`src/rtl/noc_params.sv`:
```
// noc_params: router-wide port count, port encoding and credit depth
package noc_params;
  localparam int PORT_NUM = 5;
  localparam int PORT_W = $clog2(PORT_NUM);
  localparam int CREDIT_DEPTH = 8;
  typedef enum logic [PORT_W-1:0] {LOCAL, NORTH, SOUTH, WEST, EAST} port_t;
endpackage

```
`src/rtl/round_robin_arbiter.sv`:
```
// round_robin_arbiter: one-hot round-robin grant, pointer advances past the winner only on a grant
module round_robin_arbiter #(
  parameter int N = 5
) (
  input  logic         clk,
  input  logic         rst,
  input  logic [N-1:0] req,
  input  logic         enable,
  output logic [N-1:0] gnt
);
  localparam int W = N > 1 ? $clog2(N) : 1;
  logic [W-1:0] ptr, idx, j;
  logic [W:0]   s;
  logic         found;
  // scan req starting at ptr, wrapping modulo N
  always_comb begin
    gnt = '0;
    idx = '0;
    found = 1'b0;
    s = '0;
    j = '0;
    for (int k = 0; k < N; k++) begin
      s = {1'b0, ptr} + (W+1)'(k);
      j = s >= (W+1)'(N) ? W'(s - (W+1)'(N)) : s[W-1:0];
      if (enable && !found && req[j]) begin
        found = 1'b1;
        idx = j;
        gnt[j] = 1'b1;
      end
    end
  end
  always_ff @(posedge clk or negedge rst)
    if (!rst) ptr <= '0;
    else if (found) ptr <= idx == W'(N - 1) ? '0 : idx + 1'b1;
endmodule

```
`src/rtl/switch_allocator_rr.sv`:
```
// switch_allocator_rr: per-output round-robin switch allocation gated by downstream credits,
// with registered crossbar selects for the switch-traversal stage
module switch_allocator_rr
  import noc_params::port_t;
#(
  parameter int PORT_NUM = noc_params::PORT_NUM,
  parameter int CREDIT_DEPTH = noc_params::CREDIT_DEPTH,
  localparam int SEL_W = $clog2(PORT_NUM)
) (
  input  logic                clk,
  input  logic                rst,
  input  logic [PORT_NUM-1:0] switch_request,
  input  port_t               out_port [PORT_NUM],
  input  logic [PORT_NUM-1:0] credit_in,
  output logic [PORT_NUM-1:0] valid_sel,
  output logic [SEL_W-1:0]    xbar_sel [PORT_NUM],
  output logic [PORT_NUM-1:0] xbar_valid
);
  localparam int CW = $clog2(CREDIT_DEPTH + 1);
  logic [PORT_NUM-1:0] req [PORT_NUM];
  logic [PORT_NUM-1:0] gnt [PORT_NUM];
  logic [SEL_W-1:0]    enc [PORT_NUM];
  logic [CW-1:0]       credit [PORT_NUM];
  for (genvar o = 0; o < PORT_NUM; o++) begin : g_out
    // out-of-range out_port values never match any output
    for (genvar i = 0; i < PORT_NUM; i++) begin : g_in
      assign req[o][i] = switch_request[i] && out_port[i] == SEL_W'(o);
    end
    round_robin_arbiter #(.N(PORT_NUM)) u_arb (
      .clk    (clk),
      .rst    (rst),
      .req    (req[o]),
      .enable (rst && credit[o] != '0),
      .gnt    (gnt[o])
    );
    assert property (@(posedge clk) disable iff (!rst)
      !(credit_in[o] && !(|gnt[o]) && credit[o] == CW'(CREDIT_DEPTH)))
      else $error("credit_in on full output %0d", o);
  end
  always_comb begin
    valid_sel = '0;
    for (int o = 0; o < PORT_NUM; o++) begin
      valid_sel |= gnt[o];
      enc[o] = '0;
      for (int i = 0; i < PORT_NUM; i++) enc[o] = gnt[o][i] ? SEL_W'(i) : enc[o];
    end
  end
  always_ff @(posedge clk or negedge rst)
    if (!rst) begin
      for (int o = 0; o < PORT_NUM; o++) begin
        credit[o] <= CW'(CREDIT_DEPTH);
        xbar_sel[o] <= '0;
      end
      xbar_valid <= '0;
    end else begin
      for (int o = 0; o < PORT_NUM; o++) begin
        xbar_valid[o] <= |gnt[o];
        if (|gnt[o]) xbar_sel[o] <= enc[o];
        if (|gnt[o] && !credit_in[o]) credit[o] <= credit[o] - 1'b1;
        else if (credit_in[o] && !(|gnt[o]) && credit[o] != CW'(CREDIT_DEPTH)) credit[o] <= credit[o] + 1'b1;
      end
    end
endmodule

```
`config.mk`:
```
export PLATFORM = sky130hd
export DESIGN_NAME = switch_allocator_rr
export DESIGN_NICKNAME = d
export VERILOG_FILES = /design/src/rtl/noc_params.sv /design/src/rtl/round_robin_arbiter.sv /design/src/rtl/switch_allocator_rr.sv
export SDC_FILE = /design/constraint.sdc
export NUM_CORES = 1
export LEC_CHECK = 0
export ABC_AREA = 1
export CORE_UTILIZATION = 62
export DETAILED_ROUTE_END_ITERATION = 8
export PLACE_DENSITY_LB_ADDON = 0.2
export SETUP_SLACK_MARGIN = 0.3
export SYNTH_ARGS = -nofsm -noshare
export SYNTH_HDL_FRONTEND = slang
export SYNTH_SLANG_ARGS = --single-unit
```
`constraint.sdc`:
```
create_clock -name clk -period 4.8 [get_ports clk]
set_input_delay 0.48 -clock clk [delete_from_list [all_inputs] [get_ports clk]]
set_output_delay 0.48 -clock clk [all_outputs]
set_load 0.005 [all_outputs]
```
---- After elaboration in Yosys (flattened, before gate mapping) ----
Cells that the tools add are included.
word-level totals
  bits in registers ....................... 55
  latch bits .............................. 0
  memory bits (writable) .................. 0
  ROM bits ................................ 0
  bits of input ports ..................... 27
  output and inout port bits .............. 25
  word-level logic and storage cells ...... 605
  memories ................................ 0
cells by class
  add/sub/neg operators ................... 60
  $mul .................................... 0
  divide/modulo/power cells ............... 0
  $lt $le $gt $ge ......................... 75
  eq/ne operators ......................... 30
  shift-type cells ........................ 0
  multiplexer cells ....................... 235
  bitwise gates (word level) .............. 24
  reductions and logical operators ........ 165
operators by type and width
  cell                 count
  $mux 3               60
  $mux 5               25
  $or 5x5->5           24
  $logic_and 1x1->1    115
  $lt 3x4->1 const B   25
  $ge 4x3->1 const B   20
  $mux 1               80
  $bmux 1 s3           25
  $demux 1 s3          25
  $ge 3x1->1 const B   25
  $sub 3x3->3 const B  25
  $add 3x2->4 const B  10
  $mux 4               10
  $eq 3x2->1 const B   10
  $eq 3x3->1 const B   10
  $logic_not 1->1      30
  $reduce_or 5->1      5
  $add 3x1->4 const B  5
  $add 3x3->4 const B  5
  $add 4x1->4 const B  5
  $mux 2               10
  $ne 4x4->1 const B   5
  $reduce_bool 4->1    5
  $sub 4x1->4 const B  5
  other kinds (5)      25

---- Logic depth before layout (Yosys ltp) ----
  depth after elaboration ................. 28
  mapped depth ............................ 33

---- Hierarchy ----
A second synthesis with hierarchy kept.
unflattened totals
  cells, all modules ...................... 1,628
  area total of the unflattened synthesis .. 10,131.0 um2
by module, submodules not included
  module                                     times used  cells each  area an instance (um2)  seq. area each (um2)
  round_robin_arbiter at g_out[0].u_arb ...  4           250         1,456.4                 75.1
  switch_allocator_rr                        1           369         2,710.1                 1,007.2
  round_robin_arbiter at g_out[4].u_arb      1           259         1,595.3                 75.1

---- Worst setup path before layout ----
No wires, ideal clock.
  path kind ............................... flip-flop to flip-flop
  start point ............................. register g_out[1].u_arb.ptr[0]
  end point ............................... register credit[15] in the netlist's numbering
  setup time .............................. 0.076 ns
  arrival ................................. 3.749 ns
  required time ........................... 4.724 ns
  path slack .............................. 0.976 ns
  cell stages (with the launch flop) ...... 30
  buffers on the path ..................... 1
  cells stage by stage .................... dfrtp_1 -> buf_4 -> inv_1 -> ha_1 -> inv_1 -> fa_1 -> nor2_1 -> nor2_1 -> o21ai_0 -> inv_1 -> nor2_1 -> inv_1 -> a21oi_1 -> o21ai_0 -> nand3_1 -> nor2_1 -> nand3b_1 -> nor2_2 -> nand2_2 -> nand2_2 -> nand2_2 -> inv_1 -> ha_1 -> nand2_1 -> nand2_1 -> a31oi_1 -> nand3b_1 -> nand2_1 -> nand2_1 -> nand2_1
on the way
  word-level cells in the longest chain between the ends .. 27
  elaborated cells on any way between the ends .. 87
ends and longest elaborated chain
  what                                                  RTL line                                              text
  start, declared                                       round_robin_arbiter.sv:12                             logic [W-1:0] ptr, idx, j;
  start signal, assigned                                round_robin_arbiter.sv:34                             else if (found) ptr <= idx == W'(N - 1) ? '0 : idx + 1'b1;
  branches (longest 21 deep; another with $add 3x1->4)  -
  $mux 5 (*)                                            round_robin_arbiter.sv:25                             if (enable && !found && req[j]) begin
  $reduce_or 5->1 (*)                                   switch_allocator_rr.sv:59, switch_allocator_rr.sv:60
  $logic_not 1->1                                       switch_allocator_rr.sv:60                             else if (credit_in[o] && !(|gnt[o]) && credit[o] != CW'(CREDIT_DEPTH)) credit[o] <= credit[o] + 1'b1;
  $logic_and 1x1->1 (2 in series)                       switch_allocator_rr.sv:60
  $reduce_bool 2->1 (no line)                           -
  end signal, assigned by index                         switch_allocator_rr.sv:51                             credit[o] <= CW'(CREDIT_DEPTH);
  end signal, assigned by index                         switch_allocator_rr.sv:59                             if (|gnt[o] && !credit_in[o]) credit[o] <= credit[o] - 1'b1;
  end, declared                                         switch_allocator_rr.sv:23                             logic [CW-1:0] credit [PORT_NUM];
Every way passes the cells marked *. The select of a mux whose other input is x is not followed.
A chain may end at the register's enable or synchronous reset.

---- Worst setup path in the final report ----
  start point ............................. register g_out[1].u_arb.ptr[1]
  end point ............................... output valid_sel[4]
on the way
  word-level cells in the longest chain between the ends .. 26
  elaborated cells on any way between the ends .. 84
ends and longest elaborated chain
  what                                                  RTL line                   text
  branches (longest 21 deep; another with $add 3x1->4)  -
  $mux 5 (*)                                            round_robin_arbiter.sv:25
  $or 5x5->5 (*) (4 in series)                          switch_allocator_rr.sv:43  valid_sel |= gnt[o];
  end, declared                                         switch_allocator_rr.sv:15  output logic [PORT_NUM-1:0] valid_sel,
Marks and branches as above.

==> metrics.cfg <==
[outcome]
status=finished clean

[synthesis]
synth_warnings=0
syn-cell-area_um2=8310
ys_seq_area_frac=0.166
yosysUniqueCellTypes=52
syn_area_per_cell_um2=6.02
synth_top_flop_cell=dfrtp_1
synth-edff-count=0
async_reset_ff_frac=1.00
syn_inst=1381
synth_nets=1480
ys_ff_latch=55

[timing]
fin_worst_skew_ps=6.72
finalHoldViolCount=0
grt_setup_unrepaired=true
worst_pin_slew_ps=753
min_period_over_period=0.919
slew_headroom=0.498
finalSetupViolations=0
fin_setup_tns_ps=0
max_freq_ghz=0.227
maxSlewViolCount=0
post-route-min-period_ps=4410

[grt]
grt_usage=0.344
antenna_found_initial=0
grt_first_pass_wirelength_um=39300
grt_overflow=0
first_global_vias=8384
grt_max_degree=56

[die]
floorplan.rows=41
die_y_um=118
coreArea_um2=12800
start_util=0.648
die_w_um=118
num_io_pins=52
dieArea_um2=13900

[setup_path]
crit_fanout=5
cp.required_ps=4320
r2r_slack_ps=660
rr_startpoint=g_out[3].u_arb.ptr[1]
critPathCapture=valid_sel[4]
crit-reg2reg-capture=credit[7]
ff2ff_path_depth=29
crit_type=reg2out
crit_path_end_kind=output pin
cp_data_arrival_time_ps=3930
start_kind=register
critPathLaunch=g_out[1].u_arb.ptr[1]

[layout]
fin_nets=1570
finalNonFillerCells=1644
syn2layout_area_growth_pct=16.7
fillCellCount=1023
drive_above_1_share=0.137
num_antenna_cells=0

[route]
first_iter_violations=970
wl_per_cell_um=15.0
drc=0
ant_nets=0
wl_um=24700
num_vias=9518
drtPass1Iterations=6
vias_per_cell=5.79

[placement]
port_buffers=51
gp_congestion=1.03
place_hpwl_um=18800
dp_cells=1610

[clocking]
clock-sinks=55
hold_buffers=0
cts_tree=done
htree_levels=2
clock-root-buffer=clkbuf_16
cts_buffer_depth=2
clkTransAtPathRegs_ps=80
cts_buffers=5
clk_latency_ps=320

[flow_run]
max_cap_viol_count=0

[hold_path]
min_path_type=in2async

[layer usage]
layer  up-vias  track usage  part of all wire
li1       4704            -                 -
met1      4309        0.468              0.43
met2       433        0.549              0.45
met3        72       0.0591             0.083
met4         0        0.119             0.034
met5         -            0                 0
[worst min path at each step]
stage	from	to	slack, ps
after floorplan	rst	credit[0]	180
after CTS	rst	xbar_sel[7]	340
after detailed placement	xbar_sel[9]	xbar_sel[9]	470
after global placement	xbar_sel[13]	xbar_sel[13]	460
after global routing	rst	credit[9]	380
final	rst	credit[9]	320
[cells in the mapped netlist (14+ instances only)]
| cell | n | area, um2 |
|---|---|---|
| a21oi_1 | 36 | 180 |
| a31oi_1 | 22 | 138 |
| dfrtp_1 | 50 | 1250 |
| ha_1 | 62 | 776 |
| inv_1 | 227 | 852 |
| inv_2 | 15 | 56.3 |
| nand2_1 | 322 | 1210 |
| nand2_2 | 21 | 131 |
| nand3_1 | 150 | 751 |
| nand4_1 | 37 | 231 |
| nor2_1 | 169 | 634 |
| o211ai_1 | 17 | 128 |
| o21ai_0 | 78 | 390 |
| o21ai_1 | 19 | 95.1 |
| o31ai_1 | 14 | 105 |
| xor2_1 | 21 | 184 |
[layout by cell type (no fill, tap or decap), types with 22 or more instances in the layout]
cell             count
inv_2               22
nand2_2             25
a21oi_1             32
nand3_1            148
nor2_2              25
o21ai_1             25
dfrtp_1             42
nor2_1             148
nand4_1             37
inv_1              216
buf_4               39
a31oi_1             22
clkdlybuf4s50_1     49
ha_1                60
nand2_1            317
o21ai_0             68
[logic make-up after synthesis]
group                    count (synthesis)  synth area share
flip-flops                              55             0.166
adder cells (fa/ha/maj)                 72             0.117
buffers and inverters                  250             0.117
AND/OR/NAND/NOR                        755             0.409
AO/OA/AOI/OAI                          218             0.156
XOR/XNOR                                31            0.0345
[layout make-up]
cell class / instances / area [um2] / area share
tap: 172 / 215 / 0.0222
clock buffer: 5 / 125 / 0.0129
clock inverter: 3 / 26.3 / 0.00271
timing repair buffer: 90 / 801 / 0.0826
sequential: 55 / 1390 / 0.144
inverter: 243 / 928 / 0.0958
multi-input combinational: 1076 / 6210 / 0.640
[stage by stage]
step | util | instance area, um2 | hold WS [ps] | worst slack [ps]
6_report | 0.756 | 9700 | 322 | 390
5_1_grt | 0.756 | 9700 | 385 | 151
2_1_floorplan | - | 8310 | 184 | 976
4_1_cts | 0.722 | 9260 | 344 | 321
3_5_place_dp | 0.707 | 9070 | 466 | 409
3_3_place_gp | 0.707 | 9070 | 463 | 443
[repair_timing]
item	CTS	global route
pin swaps	1	8
setup endpoints to repair	5	9
setup buffers	2	24
endpoints found under the hold margin	0	0
gates resized for setup	14	81
[worst max-delay path, stage by stage, from the launching register on]
cell and delay (ps):
dfrtp_2 450, ha_1 200, inv_1 110, fa_2 460, o22ai_1 190, inv_1 120, nor2_1 110, inv_1 80
a21oi_2 90, o21ai_0 100, nand3_1 100, nor2_1 60, nand3b_1 270, nor2_4 230, nand3_1 110, nand3_1 240
nor2_1 80, nand4_1 90, clkdlybuf4s50_1 510
[sequential cells by signal, summed over array words and instances (netlist names)]
signal,flops
credit,20
xbar_sel,15
xbar_valid,5
g_out.u_arb.ptr,15
Power is left out: the tool's default activity adds up to more than one toggle a clock period on the data nets, which glitch-free logic cannot reach.
